--- config.mk ---
export PLATFORM = sky130hd
export DESIGN_NAME = dct_butterfly_stage
export DESIGN_NICKNAME = d
export VERILOG_FILES = /design/src/rtl/dct_pkg.sv /design/src/rtl/bfly_addsub.sv /design/src/rtl/dct_butterfly_stage.sv
export SDC_FILE = /design/constraint.sdc
export NUM_CORES = 1
export LEC_CHECK = 0
export BUFFER_PORTS_ARGS = -buffer_cell sky130_fd_sc_hd__clkbuf_2
export CELL_PAD_IN_SITES_DETAIL_PLACEMENT = 1
export CELL_PAD_IN_SITES_GLOBAL_PLACEMENT = 1
export CORE_MARGIN = 2
export CORE_UTILIZATION = 45
export DETAILED_ROUTE_END_ITERATION = 16
export PLACE_DENSITY = 0.7
export SLEW_MARGIN = 20
export SYNTH_ARGS = -nofsm -noshare
export SYNTH_HDL_FRONTEND = slang
export SYNTH_SLANG_ARGS = --single-unit
--- constraint.sdc ---
create_clock -name clk -period 6.5 [get_ports clk]
set_input_delay 0.325 -clock clk [delete_from_list [all_inputs] [get_ports clk]]
set_output_delay 0.325 -clock clk [all_outputs]
set_load 0.01 [all_outputs]
--- src/rtl/dct_pkg.sv ---
// Shared types, block geometry and full-adder cells for the DCT butterfly stage.
package dct_pkg;

  typedef enum logic {LOAD, EMIT} bfly_state_t;

  localparam int N_POINTS = 8;
  localparam int HALF     = N_POINTS / 2;

  // An approximate cell drops the carry-in from the sum and keeps only a&b as carry-out.
  function automatic logic fa_s(input logic a, input logic b, input logic c, input logic apx);
    fa_s = apx ? (a ^ b) : (a ^ b ^ c);
  endfunction

  function automatic logic fa_c(input logic a, input logic b, input logic c, input logic apx);
    fa_c = apx ? (a & b) : ((a & b) | (c & (a ^ b)));
  endfunction

endpackage

--- src/rtl/bfly_addsub.sv ---
// Shared sum/difference unit: two ripple-carry full-adder chains over sign-extended operands,
// with the low APPROX_BITS cells switchable to approximate adders.
module bfly_addsub
  import dct_pkg::fa_s, dct_pkg::fa_c;
#(
  parameter int SIZE        = 8,
  parameter int APPROX_BITS = 0
) (
  input  logic signed [SIZE-1:0] a,
  input  logic signed [SIZE-1:0] b,
  input  logic                   approx_en,
  output logic signed [SIZE:0]   sum,
  output logic signed [SIZE:0]   diff
);

  logic [SIZE:0] w_ax;
  logic [SIZE:0] w_bx;
  logic [SIZE:0] w_bn;
  logic [SIZE:0] w_cs;
  logic [SIZE:0] w_cd;
  logic [SIZE:0] w_s;
  logic [SIZE:0] w_d;

  assign w_ax  = {a[SIZE-1], a};
  assign w_bx  = {b[SIZE-1], b};
  assign w_bn  = ~w_bx;
  assign w_cs[0] = 1'b0;
  assign w_cd[0] = 1'b1;

  // Difference is a + ~b + 1; the final carry-out of either chain is discarded.
  for (genvar i = 0; i <= SIZE; i++) begin : g_bit
    localparam bit APX = (i < APPROX_BITS);
    assign w_s[i] = fa_s(w_ax[i], w_bx[i], w_cs[i], approx_en & APX);
    assign w_d[i] = fa_s(w_ax[i], w_bn[i], w_cd[i], approx_en & APX);
    if (i < SIZE) begin : g_carry
      assign w_cs[i+1] = fa_c(w_ax[i], w_bx[i], w_cs[i], approx_en & APX);
      assign w_cd[i+1] = fa_c(w_ax[i], w_bn[i], w_cd[i], approx_en & APX);
    end
  end

  assign sum  = signed'(w_s);
  assign diff = signed'(w_d);

endmodule

--- src/rtl/dct_butterfly_stage.sv ---
// First DCT butterfly: buffers x0..x7, then emits registered (x[k]+x[7-k], x[k]-x[7-k]) for k=0..3.
module dct_butterfly_stage
  import dct_pkg::bfly_state_t, dct_pkg::LOAD, dct_pkg::EMIT, dct_pkg::HALF;
#(
  parameter int SIZE        = 8,
  parameter int APPROX_BITS = 0,
  parameter int N_POINTS    = 8
) (
  input  logic                   clk,
  input  logic                   rst_n,
  input  logic                   in_valid,
  output logic                   in_ready,
  input  logic signed [SIZE-1:0] in_data,
  input  logic                   approx_en,
  output logic                   out_valid,
  input  logic                   out_ready,
  output logic signed [SIZE:0]   out_sum,
  output logic signed [SIZE:0]   out_diff,
  output logic [1:0]             out_idx,
  output logic                   out_last
);

  logic signed [SIZE-1:0] r_buf [N_POINTS];
  bfly_state_t            r_state;
  bfly_state_t            w_state_next;
  logic [2:0]             r_cnt;
  logic [1:0]             r_k;
  logic [1:0]             w_k_next;
  logic                   r_approx;
  logic                   r_out_valid;
  logic                   r_last;
  logic [1:0]             r_idx;
  logic signed [SIZE:0]   r_sum;
  logic signed [SIZE:0]   r_diff;

  logic                   w_acc_in;
  logic                   w_acc_out;
  logic                   w_load_done;
  logic                   w_k_last;
  logic                   w_adv;
  logic [2:0]             w_idx_a;
  logic [2:0]             w_idx_b;
  logic signed [SIZE-1:0] w_op_a;
  logic signed [SIZE-1:0] w_op_b;
  logic signed [SIZE:0]   w_sum;
  logic signed [SIZE:0]   w_diff;

  assign in_ready    = (r_state == LOAD);
  assign w_acc_in    = in_ready & in_valid;
  assign w_acc_out   = (r_state == EMIT) & out_ready;
  assign w_k_last    = (r_k == 2'(HALF - 1));
  assign w_load_done = w_acc_in & (r_cnt == 3'(N_POINTS - 1));
  assign w_adv       = w_load_done | (w_acc_out & ~w_k_last);

  always_comb begin
    w_state_next = r_state;
    w_k_next     = r_k;
    case (r_state)
      LOAD: begin
        if (w_load_done) begin
          w_state_next = EMIT;
          w_k_next     = 2'd0;
        end
      end
      EMIT: begin
        if (w_acc_out) begin
          if (w_k_last) w_state_next = LOAD;
          else          w_k_next     = r_k + 2'd1;
        end
      end
      default: w_state_next = LOAD;
    endcase
  end

  // x7 is still on in_data during the load-done beat, so it bypasses the buffer for pair k=0.
  assign w_idx_a = {1'b0, w_k_next};
  assign w_idx_b = 3'(N_POINTS - 1) - w_idx_a;
  assign w_op_a  = r_buf[w_idx_a];
  assign w_op_b  = in_ready ? in_data : r_buf[w_idx_b];

  bfly_addsub #(
    .SIZE        (SIZE),
    .APPROX_BITS (APPROX_BITS)
  ) u_addsub (
    .a         (w_op_a),
    .b         (w_op_b),
    .approx_en (r_approx),
    .sum       (w_sum),
    .diff      (w_diff)
  );

  always_ff @(posedge clk) begin
    if (w_acc_in) r_buf[r_cnt] <= in_data;
  end

  always_ff @(posedge clk or negedge rst_n) begin
    if (!rst_n) begin
      r_state     <= LOAD;
      r_cnt       <= 3'd0;
      r_k         <= 2'd0;
      r_approx    <= 1'b0;
      r_out_valid <= 1'b0;
      r_sum       <= '0;
      r_diff      <= '0;
      r_idx       <= 2'd0;
      r_last      <= 1'b0;
    end else begin
      r_state <= w_state_next;
      r_k     <= w_k_next;
      if (w_acc_in) r_cnt <= r_cnt + 3'd1;
      if (w_acc_in && (r_cnt == 3'd0)) r_approx <= approx_en;
      if (w_load_done)                r_out_valid <= 1'b1;
      else if (w_acc_out && w_k_last) r_out_valid <= 1'b0;
      if (w_adv) begin
        r_sum  <= w_sum;
        r_diff <= w_diff;
        r_idx  <= w_k_next;
        r_last <= (w_k_next == 2'(HALF - 1));
      end
    end
  end

  assign out_valid = r_out_valid;
  assign out_sum   = r_sum;
  assign out_diff  = r_diff;
  assign out_idx   = r_idx;
  assign out_last  = r_last;

endmodule

After elaboration in Yosys (flattened, before gate mapping)
Memory sizes are Yosys's and may differ from the RTL's.
Cells that the tools add are included.
Cells by class
  add/subtract/negate cells: 3
  eq/ne operators: 3
  mux-type cells: 13
  bitwise logic cells: 87
  reductions and logical operators: 2
Operators with widths (number)
  $and A1 B1 Y1: 34
  $xor A1 B1 Y1: 33
  $or A1 B1 Y1: 16
  $not A9 Y9: 1
  $mux W8: 1
  $mux W1: 7
  $mux W2: 3
  $eq A2 B2 Y1 const B: 2
  $pmux W2 S2: 1
  $add A3 B1 Y3 const B: 1
  $eq A3 B3 Y1 const B: 1
  $not A1 Y1: 3
  $sub A3 B2 Y3 const A: 1
  $add A2 B1 Y2 const B: 1
  $pmux W1 S2: 1
  $reduce_bool A2 Y1: 1
  $logic_and A1 B1 Y1: 1
Word-level totals
  flip-flop bits (word level): 28
  RAM bits: 64
  bits of input ports: 13
  output and inout bits: 23
  memories kept: 1
Memory list
  r_buf: depth 8, bits a word 8, rd ports 2, clocked after memory_dff 0, wr ports 1, line dct_butterfly_stage.sv:23  | logic signed [SIZE-1:0] r_buf [N_POINTS];

Logic depth before layout (Yosys ltp)
Gate-level depths: netlist of run 1.
An unclocked memory read counts as a cell.
  word-level depth: 26
  gate-level depth with buffers: 19
  gate-level depth less buffers: 17

Cells and area by module
Synthesis of run 1 repeated with hierarchy kept, for this count alone.
Second synthesis, totals
  cells, all modules: 281
  area, all modules: 4159.0 sq um
By module, submodules not included
  dct_butterfly_stage: instances 1, cells an instance 239, area an instance 3719.8 sq um
  bfly_addsub: instances 1, cells an instance 42, area an instance 439.2 sq um

Worst setup path after synthesis of run 1
Ideal clock, no wire load.
  kind: reg2reg
  from: register r_cnt[0]
  to: register r_diff[8], in the netlist out_diff[8]
  library setup time: 0.125 ns
  data arrival time: 5.083 ns
  data required time: 6.375 ns
  slack: 1.293 ns
  stages on the path, launching flop included: 16
  path buffers: 1
  period minus slack after synthesis: 5.207 ns
  path through: dfrtp_1 ha_1 ha_1 a21bo_2 a221oi_4 buf_6 mux2_2 ha_1 fa_1 fa_1 fa_1 fa_1 fa_1 fa_1 fa_1 mux2_2
On the way
  word-level cells in the longest chain between the ends: 25
RTL lines
  from (decl): line dct_butterfly_stage.sv:26  | logic [2:0] r_cnt;
  from (signal assigned): line dct_butterfly_stage.sv:110  | if (w_acc_in) r_cnt <= r_cnt + 3'd1;
  $eq A3 B3 Y1 *: line dct_butterfly_stage.sv:52  | assign w_load_done = w_acc_in & (r_cnt == 3'(N_POINTS - 1));
  $and A1 B1 Y1 *: line dct_butterfly_stage.sv:52
  $mux W2 *: line dct_butterfly_stage.sv:60  | if (w_load_done) begin
  $pmux W2 S2 *: line dct_butterfly_stage.sv:58  | case (r_state)
  $sub A3 B2 Y3: line dct_butterfly_stage.sv:77  | assign w_idx_b = 3'(N_POINTS - 1) - w_idx_a;
  $mem_v2 Z8 W8 *
  $mux W8: line dct_butterfly_stage.sv:79  | assign w_op_b = in_ready ? in_data : r_buf[w_idx_b];
  $not A9 Y9: line bfly_addsub.sv:26  | assign w_bn = ~w_bx;
  [10 not listed]
  $and A1 B1 Y1: line dct_pkg.sv:15  | fa_c = apx ? (a & b) : ((a & b) | (c & (a ^ b)));
  $or A1 B1 Y1: line dct_pkg.sv:15
  $and A1 B1 Y1: line dct_pkg.sv:15
  $or A1 B1 Y1: line dct_pkg.sv:15
  $and A1 B1 Y1: line dct_pkg.sv:15
  $or A1 B1 Y1: line dct_pkg.sv:15
  $xor A1 B1 Y1 *: line dct_pkg.sv:11  | fa_s = apx ? (a ^ b) : (a ^ b ^ c);
  net u_addsub.diff[8]: line bfly_addsub.sv:13  | output logic signed [SIZE:0] diff
  to (signal assigned): line dct_butterfly_stage.sv:116  | r_diff <= w_diff;
  to (decl): line dct_butterfly_stage.sv:34  | logic signed [SIZE:0] r_diff;
The timed path passes the listed nets; every way through them passes the cells marked *.
A chain may end at the register's enable or synchronous reset.

Worst setup path after layout of run 1
Same ends and word-level chain as after synthesis.

==> metrics, run 1 <==
status finished clean; Syn Std Cell Area 0.004233 mm2; vias in the first global route 2,549; FMAX 0.1776 GHz; CTS resizes 0; # Max-Cap Violations 0; Post-DP HPWL 6089 um; I/O Buffers 34; row cnt 35; Initial Util 0.4603; TritonCTS Buffers 9; CTS Buffer Depth 2; Mapped Cells 290; sequential element share of the synthesized area 0.6137; vias 2,404; filler instances 933; DRT iter0 DRCs 93; VDD IR max 0.1539 mV; DRC 0; Multi-input gate area 0.001535 mm2; RSZ-0062 raised after global routing no; CTS Sinks 91; H-Tree Depth 3; area leader, netlist edfxtp_1; CTS tree built; router iterations before antenna repair 4; LEAKAGE 1.754 nW; initial antenna violation count 0; Die Span Y 101.0 um; worst hold slack 0.001148 ns; Die W 101.0 um; slew of the pin with the lowest slew margin 0.8505 ns; area grow syn2layout 11.35%; Via density 5.439; diodes inserted 0; top post-synthesis cells by area edfxtp_1 (45%), dfrtp_1 (16%), fa_1 (6.6%), mux2i_1 (6.6%), mux2_2 (5.9%); Post-synth EDFFs 64; clk slew on worst S/H paths 0.09 ns; Antenna Nets Post-Route 0; top cell type's share of synthesized area 0.4540; asr flop ratio synth 0.2967; worst-path fanout max 10; gr ovfl total 0; Post-CTS Setup Bufs 0; core area 0.009196 mm2; clk_lat worst skew 0.36 ns; Critical Path AT 5.87 ns; Rel. slew slack 0.4309; setup TNS 0 ns; WS Path Type reg -> reg; HP Class in -> async; Crit. End Element flop; Crit path required time 6.75 ns; Post-Route Skew 0.008703 ns; max-slew violation count 0; PwrDens 477.4 mW/mm2; I/O pin cnt 36; WL/cell 19.27 um; Setup Viol. Count Final 0; largest net degree at the start of global routing 28; period utilization 0.8660; Hold Buf Count CTS 0; syn nets 321; fraction of layout cells with a size suffix above 1 0.2749; All-Layer GR Usage 0.1833; final hold vios 0; clock root buffer clkbuf_8; Synth Area per Inst 14.60 um2; first-pass GRT wire length 13,740 um; Synth Register Bits 91; crit path launch type flop; final WL 8518 um; GP Congestion 0.7584; synth unique cells 46; FF/Latch Area 0.002597 mm2; Most used DFF post-synth edfxtp_1; path depth of the worst reg2reg path 14; Min Clock Period, post-route 5.629 ns; Layout Nets 357; Ys Warns 0; die area 0.01020 mm2
-- path summary, 6_finish.rpt --
check	startpoint	endpoint	slack, ns
max in group asynchronous	rst_n	out_sum[3]$_DFFE_PN0P_	6.06
max reg2reg	r_cnt[0]$_DFFE_PN0P_	out_diff[8]$_DFFE_PN0P_	0.87
min in group clk	in_data[0]	r_buf[0][0]$_DFFE_PP_	0.27
max	r_cnt[0]$_DFFE_PN0P_	out_diff[8]$_DFFE_PN0P_	0.87
min reg2reg	out_diff[3]$_DFFE_PN0P_	out_diff[3]$_DFFE_PN0P_	0.48
min	rst_n	out_diff[0]$_DFFE_PN0P_	0.001
-- layout by cell type, fill, tap and decap left out, drive strengths merged, types with 3 or more instances in the layout --
cell and n:
a221oi 3, clkinv 5, nor2 10, nand2 15, ha 4, buf 8, o21ai 10, mux2i 28
and2 4, mux2 23, dfrtp 27, o22ai 4, a21oi 7, edfxtp 64, o21bai 4, nor3 5
nor2b 4, fa 14, inv 5, clkbuf 43, a31oi 12, nand3 10
-- area by class of cell --
type,count,area share
inverter,5,0.003982
timing repair buffer,42,0.04885
clock inverter,7,0.01460
tap,111,0.02947
clock buffer,9,0.02628
multi-input combinational,177,0.3257
sequential,91,0.5511
-- logic make-up (layout without fill, tap and decap cells) --
| family | after synthesis | in the layout | synth area share |
|---|---|---|---|
| AND/OR/NAND/NOR | 56 | 56 | 0.06592 |
| multiplexers | 51 | 51 | 0.1274 |
| buffers and inverters | 22 | 63 | 0.02749 |
| adder cells (fa/ha/maj) | 18 | 18 | 0.07804 |
| XOR/XNOR | 1 | 1 | 0.002070 |
| flip-flops | 91 | 91 | 0.6137 |
| AO/OA/AOI/OAI | 51 | 51 | 0.08543 |
-- worst max-delay path, stage by stage (launching register included) --
cell and delay [ns]:
dfrtp_1 0.46, ha_1 0.24, ha_1 0.24, a21bo_2 0.24
a221oi_4 0.64, mux2_2 0.42, ha_1 0.23, fa_1 0.39
fa_1 0.41, fa_1 0.39, fa_1 0.41, fa_1 0.40
fa_1 0.40, fa_1 0.38, mux2_2 0.26
-- where the power goes --
| part | internal (W) | leakage [nW] | total (W) | switching [W] |
|---|---|---|---|---|
| logic | 0.000458 | 0.750 | 0.00103 | 0.000573 |
| registers | 0.000762 | 0.907 | 0.000843 | 0.0000817 |
| clock network | 0.000176 | 0.0966 | 0.000376 | 0.000199 |
-- flip-flops by register name, summed over array words and instances, names as in the netlist --
| signal | count |
|---|---|
| out_last | 1 |
| out_sum | 8 |
| r_buf | 64 |
| out_diff | 9 |
| r_cnt | 3 |
| r_k | 2 |
| out_idx | 2 |
| out_valid | 1 |
| r_state | 1 |
-- metal layers --
| layer | GRT usage | share of wire |
|---|---|---|
| met1 | 0.2486 | 0.47 |
| met5 | 0 | 0 |
| met3 | 0.03329 | 0.025 |
| met2 | 0.2974 | 0.49 |
| met4 | 0.06549 | 0.014 |
-- synthesized netlist by cell type (2+ instances only) --
cell type  count
edfxtp_1      64
buf_6          2
nor2b_1        4
a221o_1        2
dfrtp_1       27
inv_1          4
a31oi_1       11
nand2_1       15
buf_2          6
a21oi_1        7
a221oi_1       2
ha_1           4
o21bai_1       4
nand2b_1       2
buf_4          3
nor2_1         9
mux2i_1       28
fa_1          14
a22oi_1        2
o21ai_0       10
clkbuf_1       3
nand3_1       10
and2_1         4
nor3_1         5
o22ai_1        4
mux2_2        22
buf_1          3
-- through the flow --
step                      instance area [um2]  setup WS [ns]  utilization  total power (W)  instances
after floorplan                          4233          1.293            -         0.001600        290
after global placement                   4511         0.9359       0.4905         0.001855        426
after detailed placement                 4511         0.8705       0.4905         0.001910        426
after CTS                                4703         0.8265       0.5114         0.002287        442
after global routing                     4713         0.6476       0.5125         0.002447        442
final                                    4713         0.8707       0.5125         0.002250        442
No activity file was read; power rests on OpenSTA's default activity.
==> run 2: changes to the inputs <==
ABC_AREA = 1   (was default)
PLACE_DENSITY = 0.73   (was 0.7)
SETUP_SLACK_MARGIN = 0.5   (was default)
clock period = 5.3 ns   (was 6.5 ns; I/O delays follow)
==> run 2 against run 1 <==
Wire length is 10% higher. Sequential cell count stayed put. Sequential share of layout area is 1.0 points lower. Register-to-register slack worse by 0.18 ns. Largest cell class unchanged. Clock skew is 0.0046 ns higher. Largest power group unchanged. Total power is 33% higher. Combinational power is 50% higher. Worst setup slack worse by 0.18 ns. Critical path depth is 5 higher. Global-route usage is 2.0 points higher. Synthesized area is 0.62% lower. Highest routed layer unchanged. Critical path type unchanged. Core utilization is 1.2 points higher.
==> metrics, run 2 <==
RSZ-0062 raised after global routing yes (was no); Die Span Y 100.7 um (was 101.0 um); largest net degree at the start of global routing 30 (was 28); most frequent cells in the layout nand2_1 (119), edfxtp_1 (64), nand3_1 (40) (was edfxtp_1 (64), clkbuf_2 (34), mux2i_1 (28)); Syn Std Cell Area 0.004207 mm2 (was 0.004233 mm2); clk slew on worst S/H paths 0.09 ns (about the same); diodes inserted 0 (unchanged); wl on met1 4321 um (was 4014 um); FF-to-FF setup slack 0.69 ns (was 0.87 ns); slew of the pin with the lowest slew margin 0.9202 ns (was 0.8505 ns); clock root buffer clkbuf_8 (unchanged); HP Class in -> reg (was in -> async); Min-Delay Path Depth 1; internal power 0.001679 W (was 0.001396 W); filler instances 1,020 (was 933); vias 2,889 (was 2,404); vias in the first global route 2,977 (was 2,549); synth unique cells 23 (was 46); Antenna Nets Post-Route 0 (unchanged); Layout Nets 470 (was 357); syn nets 427 (was 321); clk_lat worst skew 0.35 ns (was 0.36 ns); most common cell after layout, fill and taps aside nand2_1 (was edfxtp_1); Initial Util 0.4596 (was 0.4603); VDD IR max 0.1940 mV (was 0.1539 mV); FMAX 0.2171 GHz (was 0.1776 GHz); Rel. slew slack 0.3843 (was 0.4309); Hold EP r_buf[2][6]$_DFFE_PP_; WS Path Type reg -> reg (unchanged); Comb power frac 0.517 (was 0.458); Synth Area per Inst 10.62 um2 (was 14.60 um2); area leader, netlist edfxtp_1 (unchanged); utilization after layout 0.5248 (was 0.5125); period utilization 0.8690 (was 0.8660); I/O pin cnt 36 (unchanged); met2 WL 4690 um (was 4179 um); CTS tree built (unchanged); Top Metal Used met4 (unchanged); Clock power frac 0.144 (was 0.167); Die W 100.7 um (was 101.0 um); Synth Register Bits 91 (unchanged); area grow syn2layout 14.19% (was 11.35%); Post-synth EDFFs 64 (unchanged); die area 0.01014 mm2 (was 0.01020 mm2); Ys Warns 0 (unchanged); fraction of layout cells with a size suffix above 1 0.2050 (was 0.2749); Top reg by flops r_buf (unchanged); slowest stage cell, crit path fa_1 (was a221oi_4); H-Tree Depth 3 (unchanged); DRC 0 (unchanged); asr flop ratio synth 0.2967 (unchanged); core area 0.009153 mm2 (was 0.009196 mm2); NetSw 0.001310 W (was 0.0008539 W); final WL 9392 um (was 8518 um); CP Launch Point r_cnt[0]$_DFFE_PN0P_ (unchanged); sequential element share of the synthesized area 0.6175 (was 0.6137); HP Start in_data[6]; Min Clock Period, post-route 4.606 ns (was 5.629 ns); Crit. End Element flop (unchanged); critical path's largest stage delay 0.49 ns (was 0.64 ns); top-count cell post-synth nand2_1 (was edfxtp_1); PwrDens 622.2 mW/mm2 (was 477.4 mW/mm2); Inst Count DP 530 (was 426); cells along the critical path ha_1 > ha_1 > nand3_4 > nand2_4 > inv_6 > nand2_8 > nand2_1 > nand3_1 > nand3_1 > nand2_1 > ha_1 > fa_2 > fa_2 > fa_2 > fa_2 > fa_2 > fa_2 > fa_1 > o21ai_0 (was ha_1 > ha_1 > a21bo_2 > a221oi_4 > mux2_2 > ha_1 > fa_1 > fa_1 > fa_1 > fa_1 > fa_1 > fa_1 > fa_1 > mux2_2); top post-synthesis cells by area edfxtp_1 (46%), dfrtp_1 (16%), nand2_1 (11%), fa_1 (6.7%), nand3_1 (4.8%) (was edfxtp_1 (45%), dfrtp_1 (16%), fa_1 (6.6%), mux2i_1 (6.6%), mux2_2 (5.9%)); I/O Buffers 34 (unchanged); GP Congestion 0.7712 (was 0.7584); # Max-Cap Violations 0 (unchanged); Via density 5.205 (was 5.439); gr ovfl total 0 (unchanged); Synth top cells by count nand2_1 (122), edfxtp_1 (64), nand3_1 (40) (was edfxtp_1 (64), mux2i_1 (28), dfrtp_1 (27)); Crit path required time 5.51 ns (was 6.75 ns); final std cells w/o fill 555 (was 442); Seq pwr share 0.338 (was 0.375); reg2reg end out_diff[7]$_DFFE_PN0P_ (was out_diff[8]$_DFFE_PN0P_); top cell type's share of synthesized area 0.4569 (was 0.4540); crit path launch type flop (unchanged); final hold vios 0 (unchanged); met3 wire len 255 um (was 209 um); max-slew violation count 0 (unchanged); DRT iter0 DRCs 89 (was 93); WP buf/inv 1 (was 0); CTS Sinks 91 (unchanged); setup TNS 0 ns (unchanged); max FFs per register 64 (unchanged); WL/cell 16.92 um (was 19.27 um); Most used DFF post-synth edfxtp_1 (unchanged); Post-DP HPWL 6407 um (was 6089 um); Mapped Cells 396 (was 290); Sw Share 0.4383 (was 0.3795); CTS Buffer Depth 2 (unchanged); Pwr Total 0.002988 W (was 0.002250 W); first-pass GRT wire length 15,500 um (was 13,740 um); Post-Route Skew 0.01330 ns (was 0.008703 ns); status finished clean (unchanged); worst-path fanout max 11 (was 10); path depth of the worst reg2reg path 19 (was 14); most used cell, CP fa_2 (was fa_1); r2r startpoint r_cnt[0]$_DFFE_PN0P_ (unchanged); row cnt 35 (unchanged); Final Instance Area 0.004803 mm2 (was 0.004713 mm2); Critical Path AT 4.82 ns (was 5.87 ns); TritonCTS Buffers 9 (unchanged); critical path's top delay family adder cells (unchanged); LEAKAGE 2.040 nW (was 1.754 nW); area post-placement 0.004451 mm2 (was 0.004511 mm2); Setup Viol. Count Final 0 (unchanged); All-Layer GR Usage 0.2029 (was 0.1833); router iterations before antenna repair 4 (unchanged); initial antenna violation count 0 (unchanged)
-- run 2: cell types whose count changed after synthesis, moves of 12 or more --
cell	before	now
nand2_1	15	122
o21ai_1	0	14
nor2_1	9	38
mux2i_1	28	0
mux2_2	22	0
inv_1	4	16
o21ai_0	10	25
nand3_1	10	40
-- run 2: metrics by stage --
| stage | setup slack, ns | hold slack (ns) |
|---|---|---|
| finish | 0.6942 | 0.2161 |
| global route | 0.4917 | 0.2290 |
| CTS | 0.5049 | 0.2113 |
| detailed placement | 0.2167 | 0.3381 |
| global placement | 0.3231 | 0.3221 |
| floorplan | 0.6206 | -0.03059 |
-- run 2: what timing repair did --
action / CTS / global route
hold buffers: 1 / 0
cloned: 1 / 0
setup buffers: 2 / 5
pin swaps: 0 / 1
endpoints found under the setup margin: 4 / 4
resized for setup: 19 / 11
endpoints found under the hold margin: 27 / 0
-- run 2: how the worst max path moves through the flow --
stage | cells past startpoint | slack (ns) | end
finish | 19 | 0.69 | out_diff[7]$_DFFE_PN0P_
global route | 21 | 0.49 | out_sum[7]$_DFFE_PN0P_
CTS | 21 | 0.50 | out_sum[7]$_DFFE_PN0P_
detailed placement | 21 | 0.22 | out_sum[7]$_DFFE_PN0P_
global placement | 19 | 0.32 | out_diff[7]$_DFFE_PN0P_
floorplan | 20 | 0.62 | out_diff[7]$_DFFE_PN0P_
-- run 2: cell type report --
class                   count  area, um2  area share
inverters                  20      82.58     0.01719
flip-flops and latches     91       2597      0.5408
repair buffers             48      305.3     0.06356
multi-input cells         269       1505      0.3134
well taps                 111      138.9     0.02891
clock buffers               9      123.9     0.02579
clock inverters             7      50.05     0.01042
-- run 2: cells by family (layout without fill, tap and decap cells) --
| group | count (synthesis) | count (layout) | synth area share |
|---|---|---|---|
| simple gates | 208 | 209 | 0.2058 |
| fa+ha+maj | 18 | 18 | 0.07853 |
| compound gates | 42 | 42 | 0.05414 |
| flops | 91 | 91 | 0.6175 |
| buf+inv | 37 | 84 | 0.04402 |
-- run 2: layer usage --
metal  up-vias  track usage
li1       1404            -
met1      1418       0.2632
met2        56       0.3431
met3        11      0.03259
met4         0      0.07798
met5         -            0
-- run 2: power by group through the flow --
stage,clock network (W),logic (W),registers [W]
final,0.000431,0.00155,0.00101
after global routing,0.000467,0.00178,0.00103
after CTS,0.000441,0.00150,0.00101
after detailed placement,0,0.00140,0.00103
after global placement,0,0.00134,0.00102
after floorplan,0,0.000968,0.00105
